## src/rtl/cpu_mem_pkg.sv

```systemverilog
// Shared definitions for the CPU data-memory access path: state encoding,
// I/O window decode nibble and default bus widths.
package cpu_mem_pkg;

    localparam int DEF_ADDR_W = 16;
    localparam int DEF_DATA_W = 16;

    typedef enum logic [1:0] {
        MA_IDLE  = 2'd0,
        MA_ISSUE = 2'd1,
        MA_WAIT  = 2'd2,
        MA_RESP  = 2'd3
    } ma_state_t;

    localparam logic [3:0] IO_BASE_NIBBLE = 4'hF;

endpackage

```

## src/rtl/mem_access_unit.sv

```systemverilog
// Load/store responder between the CPU execute step and the data BRAM.
// Optional MEM_IO_WINDOW_EN maps the top address nibble 0xF onto the io_* port.
module mem_access_unit
    import cpu_mem_pkg::*;
#(
    parameter int ADDR_W = DEF_ADDR_W,
    parameter int DATA_W = DEF_DATA_W,
    parameter int RD_LAT = 1
) (
    input  logic              clk,
    input  logic              reset,
    input  logic              req_valid,
    output logic              req_ready,
    input  logic              req_we,
    input  logic [ADDR_W-1:0] req_addr,
    input  logic [DATA_W-1:0] req_wdata,
    output logic              resp_valid,
    output logic [DATA_W-1:0] resp_rdata,
    output logic              busy,
    output logic              mem_en,
    output logic              mem_we,
    output logic [ADDR_W-1:0] mem_addr,
    output logic [DATA_W-1:0] mem_wdata,
    input  logic [DATA_W-1:0] mem_rdata,
    output logic [1:0]        dbg_state
`ifdef MEM_IO_WINDOW_EN
    ,
    output logic [3:0]        io_addr,
    output logic              io_we,
    output logic [DATA_W-1:0] io_wdata,
    input  logic [DATA_W-1:0] io_rdata
`endif
);

    // Handshake: a request transfers on a posedge with req_valid && req_ready.
    // req_ready is high only in IDLE, so one request is in flight at most;
    // resp_valid is a single-cycle pulse with no ready, the requester must take it.

    generate
        if (RD_LAT < 1 || RD_LAT > 8) begin : g_bad_rd_lat
            $error("mem_access_unit: RD_LAT must be within 1..8");
        end
    endgenerate

    ma_state_t         state_q, state_d;
    logic [2:0]        cnt_q;
    logic              lat_we;
    logic [ADDR_W-1:0] lat_addr;
    logic [DATA_W-1:0] lat_wdata;
    logic [DATA_W-1:0] rdata_q;
    logic              is_io;

`ifdef MEM_IO_WINDOW_EN
    assign is_io = (lat_addr[ADDR_W-1 -: 4] == IO_BASE_NIBBLE);
`else
    assign is_io = 1'b0;
`endif

    assign resp_rdata = rdata_q;
    assign dbg_state  = state_q;

    always_comb begin
        state_d    = state_q;
        req_ready  = 1'b0;
        busy       = 1'b1;
        resp_valid = 1'b0;
        mem_en     = 1'b0;
        mem_we     = 1'b0;
        mem_addr   = '0;
        mem_wdata  = '0;
        case (state_q)
            MA_IDLE: begin
                req_ready = 1'b1;
                busy      = 1'b0;
                if (req_valid) state_d = MA_ISSUE;
            end
            MA_ISSUE: begin
                mem_en    = ~is_io;
                mem_we    = lat_we & ~is_io;
                mem_addr  = lat_addr;
                mem_wdata = lat_wdata;
                // I/O accesses complete in ISSUE, so only BRAM loads wait.
                state_d   = (lat_we || is_io) ? MA_RESP : MA_WAIT;
            end
            MA_WAIT: begin
                if (cnt_q == 3'd0) state_d = MA_RESP;
            end
            MA_RESP: begin
                resp_valid = 1'b1;
                state_d    = MA_IDLE;
            end
            default: state_d = MA_IDLE;
        endcase
    end

`ifdef MEM_IO_WINDOW_EN
    always_comb begin
        io_addr  = '0;
        io_we    = 1'b0;
        io_wdata = '0;
        if (state_q == MA_ISSUE && is_io) begin
            io_addr  = lat_addr[3:0];
            io_we    = lat_we;
            io_wdata = lat_wdata;
        end
    end
`endif

    always_ff @(posedge clk or negedge reset) begin
        if (!reset) begin
            state_q   <= MA_IDLE;
            cnt_q     <= '0;
            lat_we    <= 1'b0;
            lat_addr  <= '0;
            lat_wdata <= '0;
            rdata_q   <= '0;
        end else begin
            state_q <= state_d;
            if (state_q == MA_IDLE && req_valid) begin
                lat_we    <= req_we;
                lat_addr  <= req_addr;
                lat_wdata <= req_wdata;
            end
            if (state_q == MA_ISSUE) begin
                cnt_q <= 3'(RD_LAT - 1);
            end else if (state_q == MA_WAIT && cnt_q != 3'd0) begin
                cnt_q <= cnt_q - 3'd1;
            end
            if (state_q == MA_WAIT && cnt_q == 3'd0) begin
                rdata_q <= mem_rdata;
            end
`ifdef MEM_IO_WINDOW_EN
            if (state_q == MA_ISSUE && is_io && !lat_we) begin
                rdata_q <= io_rdata;
            end
`endif
        end
    end

endmodule

```

## config.mk

```make
export PLATFORM = sky130hd
export DESIGN_NAME = mem_access_unit
export DESIGN_NICKNAME = d
export VERILOG_FILES = /design/src/rtl/cpu_mem_pkg.sv /design/src/rtl/mem_access_unit.sv
export SDC_FILE = /design/constraint.sdc
export NUM_CORES = 1
export LEC_CHECK = 0
export BUFFER_PORTS_ARGS = -buffer_cell sky130_fd_sc_hd__buf_2
export CAP_MARGIN = 20
export CORE_ASPECT_RATIO = 0.75
export CORE_UTILIZATION = 47
export DETAILED_ROUTE_END_ITERATION = 7
export PLACE_DENSITY = 0.82
export SLEW_MARGIN = 20
export SYNTH_ARGS = -nofsm -noshare
export SYNTH_HDL_FRONTEND = slang
export SYNTH_SLANG_ARGS = --single-unit
```

## constraint.sdc

```tcl
create_clock -name clk -period 2.19 [get_ports clk]
set_clock_uncertainty 0.1 [all_clocks]
set_input_delay 0.3285 -clock clk [delete_from_list [all_inputs] [get_ports clk]]
set_output_delay 0.3285 -clock clk [all_outputs]
set_load 0.01 [all_outputs]
```

==> impl_results.md <==
* Status: finished, violations left
* Failing checks: design-rule violations
* # diodes at 0
* First-pass GRT wire length at between 7 and 8 mm
* Hold_sp: mem_rdata[12]
* Max Freq at 498 MHz
* Wire per inst at ~13 µm
* Max IR drop VDD at 735 µV
* Setup violators final at 0
* Start point of the critical path: dbg_state[1]
* Proportion of layout cells with a drive suffix above 1 at 60.2%
* Routed wire length at 4.58 mm
* CP required at 1.76 ns
* Post-layout minimum cycle time at 2.01 ns
* Fin. Hold Viols at 0
* GR peak layer: met2
* Max-Cap Viols at 0
* Mean post-synth cell area at 14.1 µm²
* Fin. max-slew vios at 0
* Setup TNS at 0 ns
* Total GRT Usage at 18.5%
* Headroom to the max-slew limit at 65.2%
* Initial DRC Count at 59
* DRC viols at 8
* Cell Pwr Density at 1400 nW/µm²
* Router iterations before antenna repair at 6
* Area of the core at about 5000 µm²
* I/O pin cnt at between 100 and 150
* CP endpoint kind: output port
* Chip width at 84.7 µm
* Final nets at 341
* Area grow syn2layout at 30.1%
* Sequential element share of the synthesized area at a little under three fifths
* Initial antenna violation count at 0
* Leak at 0.00166 µW
* Routed via count at 1665
* Final period util at 91.8%
* Mapped Cells at 171
* Row count at 22
* Worst setup SP type: flop
* Utilization after layout at 64.0%
* Finished Cell Area at 3140 µm²
* Synth warn at 0
* # clock sinks at 54
* Overall power at approximately 4400 µW
* Worst hold path type: in -> reg
* Crit-path max FO at 19
* WS Path Type: reg -> out
* DIE AREA at 5420 µm²
* Placed instance area at 3010 µm²
* Total CTS buffers at 5
* Vias/cell at 4.84
* Skew-Pair Late Insertion Delay at 0.31 ns
* Clk buf depth at 2
* Clock slew at reported path FFs at 0.10 ns
* Distinct cell type count after synthesis at 20
* Largest net degree at the start of global routing at 33
* Antenna viol nets, final at 0
* Crit path DAT at 1.58 ns
* GR Util met3 at 6.46%
* Yosys reg bits at 54
* Port bufs at ~110
* R2R Setup Slk at 0.39 ns
* Synthesized area at about 2400 µm²
* Dpl hpwl at 3.51 mm
* GRT overflow at 0
* Least-Margin Pin Slew at around 0.52 ns
* Initial Util at about half
* Die height at 64.0 µm
* CTS tree: yes
* Vias in the first global route at 1632
* CTS H-tree depth at 2
* GR Util met2 at 30.2%
* Met1 Use GR at 22.7%
* Synthesized Nets at 229
* RR Startpoint: dbg_state[0]
* RSZ-0062 raised after global routing: false
* Post-CTS setup buffer count at 0
* Clk root buf: clkbuf_8
* Placer congestion estimate at 0.682
cell type report:
class,count,area (µm²)
flip-flops and latches,54,1350
clock buffers,5,68.8
inverters,7,26.3
multi-input cells,103,976
repair buffers,112,591
fillers,405,1760
clock inverters,3,47.5
well taps,60,75.1
per-stage QoR:
stage	setup WS, ns	std cells	hold slack (ns)
finish	0.180	344	0.142
global route	0.105	344	0.116
CTS	0.155	344	0.132
detailed placement	0.395	335	0.240
global placement	0.459	335	0.241
floorplan	0.488	171	-0.0671
sequential cells by signal, indices dropped and copies added (netlist names):
name and flops:
dbg_state 2, cnt_q 3, lat_we 1, lat_addr 16, resp_rdata 16, lat_wdata 16
synthesized netlist by cell type:
cell type / instances / area share [%]
nand2_1: 1 / 0.16
ha_1: 6 / 3.1
nor2_1: 3 / 0.47
nand2_2: 2 / 0.52
clkbuf_1: 3 / 0.47
mux2_4: 11 / 6.9
and2_1: 32 / 8.3
o22a_1: 1 / 0.36
mux2_2: 39 / 18
a211oi_1: 1 / 0.31
xnor2_1: 1 / 0.36
dfrtp_1: 54 / 56
buf_6: 4 / 1.9
and2b_1: 1 / 0.31
mux2i_1: 1 / 0.42
nand2b_1: 1 / 0.26
nor2b_1: 1 / 0.26
a31oi_1: 1 / 0.26
inv_1: 7 / 1.1
o21a_1: 1 / 0.31
path summary, 6_finish.rpt:
kind,cells past startpoint,to
setup / recovery,5,mem_wdata[12]
hold / removal,2,resp_rdata[12]
setup reg to reg,5,lat_wdata[10]
hold reg to reg,1,lat_wdata[5]
max in group asynchronous,3,lat_we
min in group asynchronous,2,lat_addr[14]
power by group:
group / total, µW / internal (µW) / switching [µW]
Clock: 680 / 349 / 331
Sequential: 1740 / 1480 / 251
Combinational: 1970 / 1100 / 872
Total: 4390 / 2940 / 1450
kinds of logic after synthesis:
| family | synth area share, % |
|---|---|
| xor gates and xnor gates | 0.364 |
| adders and majority gates | 3.12 |
| DFF | 56.1 |
| muxes | 25.5 |
| and+or+nand+nor | 10.3 |
| AOI/OAI and AO/OA | 1.25 |
| buffers and inverters | 3.43 |
worst max-delay path: stages, from the launching register on:
cell and delay (ns):
dfrtp_1 0.48, inv_1 0.10, ha_1 0.20, buf_4 0.19
and2_1 0.17, buf_2 0.14
repair_timing:
action | in CTS | in global routing
hold buffers | 1 | 0
resized for setup | 0 | 0
hold endpoints to repair | 22 | 0
layer usage:
layer / part of all wire, % / wire (µm)
met1: 44 / 2020
met2: 45 / 2060
met3: 9.6 / 441
met4: 1.4 / 62
met5: 0 / 0
cells in the final DEF (no fill, tap or decap), types with 2 or more instances in the layout:
| cell type | instances |
|---|---|
| buf_4 | 4 |
| ha_1 | 6 |
| clkbuf_8 | 5 |
| mux2_2 | 39 |
| nand2_2 | 2 |
| inv_6 | 2 |
| buf_2 | 106 |
| dfrtp_1 | 54 |
| mux2_4 | 11 |
| nor2_1 | 3 |
| inv_1 | 7 |
| and2_1 | 32 |
Note: power is estimated with default switching activity, not from simulation.
